===== config.mk =====
export PLATFORM = sky130hd
export DESIGN_NAME = fetch_unit
export DESIGN_NICKNAME = d
export VERILOG_FILES = /design/src/rtl/fetch_unit_pkg.sv /design/src/rtl/pc_register.sv /design/src/rtl/fetch_unit.sv
export SDC_FILE = /design/constraint.sdc
export NUM_CORES = 1
export LEC_CHECK = 0
export CORE_AREA = 2 2 101 127
export CTS_CLUSTER_SIZE = 20
export DETAILED_ROUTE_END_ITERATION = 8
export DIE_AREA = 0 0 103 129
export PLACE_DENSITY_LB_ADDON = 0.25
export SKIP_LAST_GASP = 1
export SLEW_MARGIN = 20
export SYNTH_ARGS = -nofsm -noshare
export SYNTH_HDL_FRONTEND = slang
export SYNTH_SLANG_ARGS = --single-unit

===== constraint.sdc =====
create_clock -name clock -period 4.7 [get_ports clock]
set_clock_uncertainty 0.2 [all_clocks]
set_input_delay 0.705 -clock clock [delete_from_list [all_inputs] [get_ports clock]]
set_output_delay 0.705 -clock clock [all_outputs]
set_load 0.02 [all_outputs]

===== src/rtl/fetch_unit_pkg.sv =====
// Shared CPU definitions: next-PC select encodings, fetch FSM states,
// and the canonical nop word. Imported by the fetch unit and the controller.
package fetch_unit_pkg;

   localparam logic [1:0] PC_SEL_PLUS4  = 2'b00;
   localparam logic [1:0] PC_SEL_BRANCH = 2'b01;
   localparam logic [1:0] PC_SEL_JALR   = 2'b10;
   localparam logic [1:0] PC_SEL_RSVD   = 2'b11;

   localparam logic [31:0] NOP_INSTR = 32'h0000_0013;

   typedef enum logic [1:0] {
      IDLE    = 2'b00,
      FETCH   = 2'b01,
      HOLD    = 2'b10,
      DISCARD = 2'b11
   } fetch_state_t;

   // Only branch/jal and jalr selects actually move the PC.
   function automatic logic is_redirect(
      input logic       valid,
      input logic [1:0] sel
   );
      return valid && (sel == PC_SEL_BRANCH || sel == PC_SEL_JALR);
   endfunction

endpackage


===== src/rtl/pc_register.sv =====
// 32-bit program counter flop with load enable and synchronous reset.
// Ports: clock, reset (sync, active-high), en (load), d (next PC), q (PC).
module pc_register #(
   parameter logic [31:0] RESET_PC = 32'h0000_0000
) (
   input  logic        clock,
   input  logic        reset,
   input  logic        en,
   input  logic [31:0] d,
   output logic [31:0] q
);

   always_ff @(posedge clock) begin
      if (reset)
         q <= RESET_PC;
      else if (en)
         q <= d;
   end

endmodule


===== src/rtl/fetch_unit.sv =====
// Instruction fetch: issues imem reads at PC, holds the word for decode,
// and handles branch/jal/jalr redirects including in-flight read discard.
// Ports: clock/reset; PC_select, redirect_valid, PC_target, ALU_result
// from execute; imem_req/addr/ack/rdata to memory; instr_valid/ready,
// instruction, PC, PC_plus4 to decode.
module fetch_unit
   import fetch_unit_pkg::*;
#(
   parameter logic [31:0] RESET_PC = 32'h0000_0000
) (
   input  logic        clock,
   input  logic        reset,
   input  logic [1:0]  PC_select,
   input  logic        redirect_valid,
   input  logic [31:0] PC_target,
   input  logic [31:0] ALU_result,
   output logic        imem_req,
   output logic [31:0] imem_addr,
   input  logic        imem_ack,
   input  logic [31:0] imem_rdata,
   output logic        instr_valid,
   input  logic        instr_ready,
   output logic [31:0] instruction,
   output logic [31:0] PC,
   output logic [31:0] PC_plus4
);

   fetch_state_t state, state_next;

   logic        redirect;
   logic [31:0] redirect_pc;
   logic        pc_en;
   logic [31:0] pc_next;
   logic        instr_load;
   logic        old_addr_load;
   logic [31:0] old_addr;

   assign PC_plus4 = PC + 32'd4;
   assign redirect = is_redirect(redirect_valid, PC_select);

   // Targets are forced word-aligned.
   assign redirect_pc = (PC_select == PC_SEL_JALR)
                      ? (ALU_result & ~32'h3)
                      : (PC_target  & ~32'h3);

   // While discarding, the outstanding read keeps its original address
   // even though PC already points at the redirect target.
   assign imem_addr = (state == DISCARD) ? old_addr : PC;

   pc_register #(
      .RESET_PC (RESET_PC)
   ) u_pc (
      .clock (clock),
      .reset (reset),
      .en    (pc_en),
      .d     (pc_next),
      .q     (PC)
   );

   always_ff @(posedge clock) begin
      if (reset)
         state <= IDLE;
      else
         state <= state_next;
   end

   always_comb begin
      state_next    = state;
      pc_en         = 1'b0;
      pc_next       = PC_plus4;
      instr_load    = 1'b0;
      old_addr_load = 1'b0;
      imem_req      = 1'b0;
      instr_valid   = 1'b0;
      unique case (state)
         IDLE: begin
            state_next = FETCH;
         end
         FETCH: begin
            imem_req = 1'b1;
            if (redirect) begin
               pc_en   = 1'b1;
               pc_next = redirect_pc;
               if (!imem_ack) begin
                  old_addr_load = 1'b1;
                  state_next    = DISCARD;
               end
            end else if (imem_ack) begin
               instr_load = 1'b1;
               state_next = HOLD;
            end
         end
         HOLD: begin
            instr_valid = 1'b1;
            if (redirect) begin
               pc_en      = 1'b1;
               pc_next    = redirect_pc;
               state_next = FETCH;
            end else if (instr_ready) begin
               pc_en      = 1'b1;
               state_next = FETCH;
            end
         end
         DISCARD: begin
            imem_req = 1'b1;
            if (redirect) begin
               pc_en   = 1'b1;
               pc_next = redirect_pc;
            end
            // The stale read completes on ack; its word is never loaded.
            if (imem_ack)
               state_next = FETCH;
         end
         default: state_next = IDLE;
      endcase
   end

   always_ff @(posedge clock) begin
      if (reset) begin
         instruction <= NOP_INSTR;
         old_addr    <= RESET_PC;
      end else begin
         if (instr_load)
            instruction <= imem_rdata;
         if (old_addr_load)
            old_addr <= PC;
      end
   end

endmodule


==> flow_metrics.py, run 1 <==
metrics = {
    "clock_network": {
        "ctsResizeCount": 0,
        "insertion_delay_ns": 0.34,
        "numCtsBuffers": 9,
        "hold_buffers": 0,
        "clk_path_buf_depth": 2,
        "clk_pin_slew_worst_paths_ns": 0.06,
        "cts-root-buf": "clkbuf_16",
        "tritoncts": "built",
        "cts_setup_buffers": 0,
        "cts_max_level": 3,
        "cts.sinks": 94,
    },
    "place": {
        "port_buffers": 222,
        "place.gp.congestion": 0.840,
        "dp_hpwl_um": 12200,
    },
    "global_routing": {
        "grt_max_degree": 96,
        "antenna_found_initial": 0,
        "grt_pass1_vias": 5501,
        "grt_first_pass_wirelength_um": 26800,
        "grtUsageTotal": 0.254,
        "globalRouteOverflowTotal": 0,
    },
    "sta": {
        "final_max_slew_viol_count": 0,
        "setup-tns-final_ns": 0,
        "grt_setup_unrepaired": "no",
        "period_minus_slack_ns": 4.19,
        "final_hold_viol_count": 0,
        "relSlewSlack": 0.304,
        "setup-violations-final": 0,
        "min_period_over_period": 0.891,
        "max_freq_ghz": 0.239,
        "hold-worst-slack_ns": 0.252,
        "worst_pin_slew_ns": 1.04,
    },
    "power_and_ir_drop": {
        "p_leak_nw": 2.77,
        "power_mw": 2.14,
        "power_density_nw_per_um2": 273,
        "ir_worst_vdd_uv": 177,
    },
    "synthesis": {
        "synth.distinct_cells": 52,
        "yosysWarnings": 0,
        "syn_area_um2": 5330,
        "netlist_instances": 697,
        "seq_area_frac_synth": 0.353,
        "syn_avg_cell_area_um2": 7.65,
        "ys_ff_latch": 94,
    },
    "worst_setup_path": {
        "critPathRequiredTime_ns": 3.80,
        "crit_fanout": 9,
        "startpoint_type": "register",
        "end_kind": "output pin",
        "arrival_ns": 3.28,
        "crit_type": "reg -> out",
    },
    "die": {
        "die_w_um": 103,
        "std_cell_rows": 45,
        "die_y_um": 129,
        "core_area_um2": 12000,
        "start_util": 0.443,
        "die_area_um2": 13300,
        "ios": 233,
    },
    "cells_and_area": {
        "synthToLayoutAreaGrowth_pct": 46.7,
        "layout_common_cells": "clkdlybuf4s50_1, nand2_1, dfxtp_1",
        "num_antenna_cells": 0,
        "nNetsFinal": 975,
        "drive_gt1_frac": 0.0869,
        "layout_commonest_cell": "clkdlybuf4s50_1",
    },
    "route": {
        "dr.pass1.iters": 4,
        "vias": 5611,
        "post-route-drc-count": 0,
        "wl_um": 17200,
        "drtAntennaViolNets": 0,
        "drt_iter0_drc": 298,
        "routedWlPerCell_um": 16.5,
        "viasPerCell": 5.40,
    },
    "worst_hold_path": {
        "min_path_type": "reg -> reg",
    },
    "job": {
        "drv_cap": 0,
    },
    "outcome": {
        "status": "complete, no violations",
    },
}
-- synth_stat cells, drive strengths merged --
cell,instances,area share
o211ai,3,0.0042
xnor2,17,0.028
nand2,150,0.11
a311oi,3,0.0049
o22ai,2,0.0023
nand3b,3,0.0042
ha,2,0.0047
nor4,8,0.013
or2,2,0.0023
nor2b,6,0.0070
and2,4,0.0047
mux2,31,0.065
a31oi,7,0.0082
conb,1,0.00070
and4,1,0.0016
a221oi,2,0.0033
and3,7,0.0082
nand2b,6,0.0070
clkbuf,52,0.037
a21oi,91,0.085
xor2,13,0.021
o21ai,25,0.023
nand3,14,0.017
a31o,1,0.0016
nand4,10,0.015
nor3b,2,0.0028
buf,20,0.026
inv,5,0.0035
a21o,3,0.0042
nor3,15,0.016
nor2,46,0.032
and3b,1,0.0016
dfxtp,94,0.35
a22oi,2,0.0028
mux2i,28,0.053
o31ai,1,0.0014
a211oi,8,0.012
or3,7,0.0082
or4,4,0.0063
-- final timing paths --
kind	cells after the start	to	slack (ns)	from
hold reg to reg	2	old_addr[31]	0.25	old_addr[31]
hold / removal	2	old_addr[31]	0.25	old_addr[31]
setup reg to reg	6	u_pc.q[22]	1.86	u_pc.q[2]
setup / recovery	6	PC_plus4[24]	0.51	u_pc.q[2]
-- registers in the layout, indices dropped and copies added, names as in the netlist --
register and flops:
instruction 32, u_pc.q 30, old_addr 30, state 2
-- cells by family (layout without fill, tap and decap cells) --
kind of cell	after synthesis	count (layout)	synth area share
AND/OR/NAND/NOR	286	286	0.255
flip-flops	94	94	0.353
XOR/XNOR	30	30	0.0493
multiplexers	59	59	0.118
buffers and inverters	77	250	0.0659
adder cells (fa/ha/maj)	2	2	0.00469
other	1	6	0.000703
AO/OA/AOI/OAI	148	148	0.154
-- power breakdown --
group          total, mW  internal (mW)  switching, mW
Combinational      0.508          0.256          0.252
Sequential         0.886          0.830         0.0556
Clock              0.741          0.427          0.314
-- layer usage --
metal	GRT usage	vias up	part of all wire
met2	0.434	262	0.49
met4	0.103	0	0.025
met3	0.0646	33	0.093
li1	-	2721	-
met5	0	-	0
met1	0.300	2595	0.39
-- worst max-delay path, cell delays in order (launching register included) --
cell             delay [ns]
dfxtp_1                0.55
ha_1                   0.32
nand3_2                0.21
or3_1                  0.53
nor4_2                 0.44
xor2_1                 0.21
clkdlybuf4s50_1        0.68
-- layout make-up --
type                            count  area [um2]
Inverter                            5        18.8
Clock inverter                      5        58.8
Multi-Input combinational cell    531        3150
Fill cell                        1080        4220
Tap cell                          164         205
Clock buffer                       11         243
Sequential cell                    94        1880
Timing Repair Buffer              229        2270
-- per-stage QoR --
step,std cells,area (um2),utilization,setup slack (ns)
after detailed placement,1023,7520,0.624,0.934
final,1039,7830,0.649,0.513
after floorplan,702,5350,-,1.58
after CTS,1039,7820,0.649,0.536
after global routing,1039,7830,0.649,0.333
after global placement,1023,7520,0.624,0.981
No activity file was read; power rests on OpenSTA's default activity.
==> inputs of run 2 (changes only) <==
--- a/config.mk
+++ b/config.mk
@@ -6,6 +6,7 @@
 export NUM_CORES = 1
 export LEC_CHECK = 0
 export CORE_AREA = 2 2 101 127
+export CTS_BUF_LIST = sky130_fd_sc_hd__clkbuf_2
 export CTS_CLUSTER_SIZE = 20
 export DETAILED_ROUTE_END_ITERATION = 8
 export DIE_AREA = 0 0 103 129
==> flow_metrics.py, run 2 (same netlist as run 1, synthesis figures left out) <==
metrics = {
    "cells_and_area": {
        "nNetsFinal": 975,
        "largest_register_ffs": 32,
        "final_core_util": 0.634,
        "drive_gt1_frac": 0.0869,
        "regMostFlops": "instruction",
        "fin_cells": 1040,
        "synthToLayoutAreaGrowth_pct": 43.2,
        "register_area_um2": 1880,
        "largestRegisters": "instruction (32), old_addr (30), u_pc.q (30)",
        "layout_common_cells": "clkdlybuf4s50_1, nand2_1, dfxtp_1",
        "layout_commonest_cell": "clkdlybuf4s50_1",
        "final.fill_count": 1112,
        "multi_input_area_um2": 3150,
    },
    "sta": {
        "setup-violations-final": 0,
        "period_minus_slack_ns": 4.43,
        "final_hold_viol_count": 0,
        "grt_setup_unrepaired": "no",
        "final_max_slew_viol_count": 0,
        "max_freq_ghz": 0.226,
        "setup-tns-final_ns": 0,
        "relSlewSlack": 0.301,
        "worst_pin_slew_ns": 1.05,
        "min_period_over_period": 0.943,
        "fin_ws_ns": 0.269,
    },
    "worst_setup_path": {
        "startpoint_type": "register",
        "end_kind": "output pin",
        "crit_fanout": 9,
        "crit_type": "reg -> out",
        "critPathRequiredTime_ns": 3.80,
        "arrival_ns": 3.53,
        "cpPeakStageDelay_ns": 0.67,
        "crit_slowest_cell": "clkdlybuf4s50_1",
        "crit_chain": "ha_1 > nand3_2 > or3_1 > nor4_2 > xor2_1 > clkdlybuf4s50_1",
    },
    "clock_network": {
        "insertion_delay_ns": 0.55,
        "cts_max_level": 3,
        "cts.sinks": 94,
        "numCtsBuffers": 9,
        "ctsResizeCount": 0,
        "hold_buffers": 0,
        "tritoncts": "built",
        "clk_pin_slew_worst_paths_ns": 0.25,
        "clk_path_buf_depth": 2,
        "cts_setup_buffers": 0,
        "cts-root-buf": "clkbuf_2",
    },
    "route": {
        "wl_met3_um": 1560,
        "drtAntennaViolNets": 0,
        "wl_met1_um": 6770,
        "dr_wl_met2_um": 8260,
        "vias": 5626,
        "routedWlPerCell_um": 16.4,
        "dr.pass1.iters": 5,
        "viasPerCell": 5.41,
        "wl_um": 17100,
        "top_layer": "met4",
        "drt_iter0_drc": 355,
        "post-route-drc-count": 0,
    },
    "power_and_ir_drop": {
        "power_mw": 1.80,
        "switchingPower_mw": 0.587,
        "ir_worst_vdd_uv": 161,
        "power_density_nw_per_um2": 236,
        "swShare": 0.326,
        "internal_power_mw": 1.21,
        "clkPwrFrac": 0.224,
        "p_leak_nw": 2.69,
        "sequentialPowerShare": 0.494,
        "p_comb_frac": 0.282,
    },
    "global_routing": {
        "grt_first_pass_wirelength_um": 26600,
        "grt_pass1_vias": 5479,
        "antenna_found_initial": 1,
        "grtUsageTotal": 0.251,
        "grt_max_degree": 96,
        "globalRouteOverflowTotal": 0,
    },
    "place": {
        "port_buffers": 222,
        "dp_hpwl_um": 12200,
        "dp_slack_ns": 0.934,
        "placed_cells": 1023,
        "place.gp.congestion": 0.840,
    },
    "die": {
        "die_y_um": 129,
        "std_cell_rows": 45,
        "core_area_um2": 12000,
        "ios": 233,
        "die_w_um": 103,
        "die_area_um2": 13300,
        "start_util": 0.443,
    },
    "job": {
        "drv_cap": 0,
    },
    "worst_hold_path": {
        "min_path_type": "reg -> reg",
    },
    "outcome": {
        "status": "complete, no violations",
    },
}
run 2: final timing paths:
kind                   to  slack [ns]         start  depth (start not counted)
min          old_addr[31]        0.27  old_addr[31]                          2
max reg2reg    u_pc.q[22]        1.84     u_pc.q[2]                          6
min reg2reg  old_addr[31]        0.27  old_addr[31]                          2
max          PC_plus4[24]        0.27     u_pc.q[2]                          6
run 2: final cells by class:
type,instances,share of cell area
tap,164,0.0269
timing repair buffer,229,0.297
inverter,5,0.00246
sequential,94,0.246
clock buffer,10,0.00655
clock inverter,6,0.00819
antenna,1,0.000328
multi-input combinational,531,0.412
run 2: power groups by stage:
| stage | sequential (mW) | clock, mW | combinational [mW] |
|---|---|---|---|
| floorplan | 0.909 | 0 | 0.244 |
| global placement | 0.899 | 0 | 0.500 |
| detailed placement | 0.902 | 0 | 0.508 |
| CTS | 0.887 | 0.418 | 0.510 |
| global route | 0.896 | 0.449 | 0.543 |
| finish | 0.889 | 0.403 | 0.508 |
run 2: worst max-delay path: cells and delay by family, from the launching register on:
family	cells	cell delay [ns]
adder cells (fa/ha/maj)	1	0.32
XOR/XNOR	1	0.20
buffers and inverters	1	0.67
AND/OR/NAND/NOR	3	1.18
flip-flops	1	0.61
run 2: per-layer routing:
metal,vias to the layer above,track usage
met5,-,0
met4,0,0.0944
met3,37,0.0646
met2,259,0.430
met1,2614,0.300
li1,2716,-
run 2: stage by stage:
stage | cell area [um2] | hold WS, ns
floorplan | 5350 | 0.234
global placement | 7520 | 0.239
CTS | 7630 | 0.272
finish | 7640 | 0.267
global route | 7640 | 0.289
detailed placement | 7520 | 0.245
==> inputs of run 3 (changes only) <==
--- a/config.mk
+++ b/config.mk
@@ -10,7 +10,8 @@
 export CTS_CLUSTER_SIZE = 20
 export DETAILED_ROUTE_END_ITERATION = 8
 export DIE_AREA = 0 0 103 129
-export PLACE_DENSITY_LB_ADDON = 0.25
+export GPL_TIMING_DRIVEN = 1
+export PLACE_DENSITY_LB_ADDON = 0.05
 export SKIP_LAST_GASP = 1
 export SLEW_MARGIN = 20
 export SYNTH_ARGS = -nofsm -noshare
==> constraint.sdc (replaced) <==
create_clock -name clock -period 5.2 [get_ports clock]
set_clock_uncertainty 0.2 [all_clocks]
set_input_delay 0.78 -clock clock [delete_from_list [all_inputs] [get_ports clock]]
set_output_delay 0.78 -clock clock [all_outputs]
set_load 0.02 [all_outputs]
==> flow_metrics.py, run 3 (same netlist as run 1, synthesis figures left out) <==
metrics = {
    "cells_and_area": {
        "drive_gt1_frac": 0.0849,
        "regMostFlops": "instruction",
        "postLayoutCellArea_um2": 7640,
        "largest_register_ffs": 32,
        "multi_input_area_um2": 3150,
        "synthToLayoutAreaGrowth_pct": 43.3,
        "fin_cells": 1037,
        "layout_common_cells": "clkdlybuf4s50_1, nand2_1, dfxtp_1",
        "largestRegisters": "instruction (32), old_addr (30), u_pc.q (30)",
        "register_area_um2": 1880,
        "layout_commonest_cell": "clkdlybuf4s50_1",
        "nNetsFinal": 973,
        "final.fill_count": 1093,
    },
    "route": {
        "wl_um": 16500,
        "drt_iter0_drc": 307,
        "drtAntennaViolNets": 0,
        "dr.pass1.iters": 5,
        "viasPerCell": 5.28,
        "dr_wl_met2_um": 8000,
        "top_layer": "met4",
        "wl_met3_um": 1340,
        "post-route-drc-count": 0,
        "vias": 5473,
        "routedWlPerCell_um": 15.9,
        "wl_met1_um": 6950,
    },
    "die": {
        "die_area_um2": 13300,
        "ios": 233,
        "std_cell_rows": 45,
        "die_y_um": 129,
        "core_area_um2": 12000,
        "die_w_um": 103,
        "start_util": 0.443,
    },
    "sta": {
        "relSlewSlack": 0.319,
        "final_hold_viol_count": 0,
        "final_max_slew_viol_count": 0,
        "setup-violations-final": 0,
        "max_freq_ghz": 0.223,
        "period_minus_slack_ns": 4.48,
        "min_period_over_period": 0.861,
        "fin_ws_ns": 0.722,
        "worst_pin_slew_ns": 1.02,
        "grt_setup_unrepaired": "no",
        "setup-tns-final_ns": 0,
    },
    "global_routing": {
        "grt_pass1_vias": 5151,
        "grtUsageTotal": 0.245,
        "grt_first_pass_wirelength_um": 25900,
        "globalRouteOverflowTotal": 0,
        "antenna_found_initial": 1,
        "grt_max_degree": 96,
    },
    "clock_network": {
        "hold_buffers": 0,
        "numCtsBuffers": 9,
        "cts_max_level": 3,
        "cts-root-buf": "clkbuf_2",
        "clk_pin_slew_worst_paths_ns": 0.23,
        "ctsResizeCount": 0,
        "cts.sinks": 94,
        "tritoncts": "built",
        "insertion_delay_ns": 0.57,
        "cts_setup_buffers": 0,
        "clk_path_buf_depth": 2,
    },
    "place": {
        "dp_slack_ns": 1.32,
        "port_buffers": 222,
        "place_area_um2": 7510,
        "placed_cells": 1021,
        "dp_hpwl_um": 11600,
        "place.gp.congestion": 0.824,
    },
    "power_and_ir_drop": {
        "power_density_nw_per_um2": 218,
        "ir_worst_vdd_uv": 180,
        "p_leak_nw": 2.69,
    },
    "worst_setup_path": {
        "critPathRequiredTime_ns": 4.22,
        "crit_type": "reg -> out",
        "arrival_ns": 3.50,
        "startpoint_type": "register",
        "end_kind": "output pin",
        "crit_fanout": 9,
        "r2r-start": "u_pc.q[2]",
        "worstSetupStartpoint": "u_pc.q[2]",
    },
    "worst_hold_path": {
        "hp-start": "old_addr[3]",
        "min_path_type": "reg -> reg",
    },
    "job": {
        "drv_cap": 0,
    },
    "outcome": {
        "status": "complete, no violations",
    },
}
-- run 3: worst paths after layout --
| path | depth (start not counted) | to | slack (ns) |
|---|---|---|---|
| worst max-delay path | 6 | PC_plus4[24] | 0.72 |
| worst min-delay path | 2 | old_addr[3] | 0.27 |
| worst max register to register | 6 | u_pc.q[22] | 2.34 |
| worst min register to register | 2 | old_addr[3] | 0.27 |
-- run 3: stage by stage --
stage	power, mW	hold WS, ns	util
floorplan	1.04	0.234	-
global placement	1.26	0.239	0.623
detailed placement	1.27	0.247	0.623
CTS	1.68	0.272	0.634
global route	1.75	0.287	0.634
finish	1.67	0.270	0.634
-- run 3: routing by layer --
metal  global-route usage  vias to the layer above
li1                     -                     2706
met1                0.313                     2530
met2                0.408                      220
met3               0.0570                       17
met4               0.0735                        0
met5                    0                        -
-- run 3: layout make-up --
cell class / count / area share
antenna: 1 / 0.000327
sequential: 94 / 0.246
multi-input combinational: 531 / 0.412
inverter: 5 / 0.00245
clock buffer: 9 / 0.00589
timing repair buffer: 227 / 0.295
clock inverter: 6 / 0.0113
tap: 164 / 0.0268
-- run 3: where the power goes --
| group | internal, mW | switching (mW) |
|---|---|---|
| combinational | 0.230 | 0.225 |
| sequential | 0.753 | 0.0493 |
| clock | 0.157 | 0.256 |
-- run 3: critical path: stages, from the launching register on --
cell and delay [ns]:
dfxtp_1 0.57, ha_1 0.32, nand3_2 0.22, or3_1 0.55, nor4_2 0.45, xor2_1 0.18
clkdlybuf4s50_1 0.66
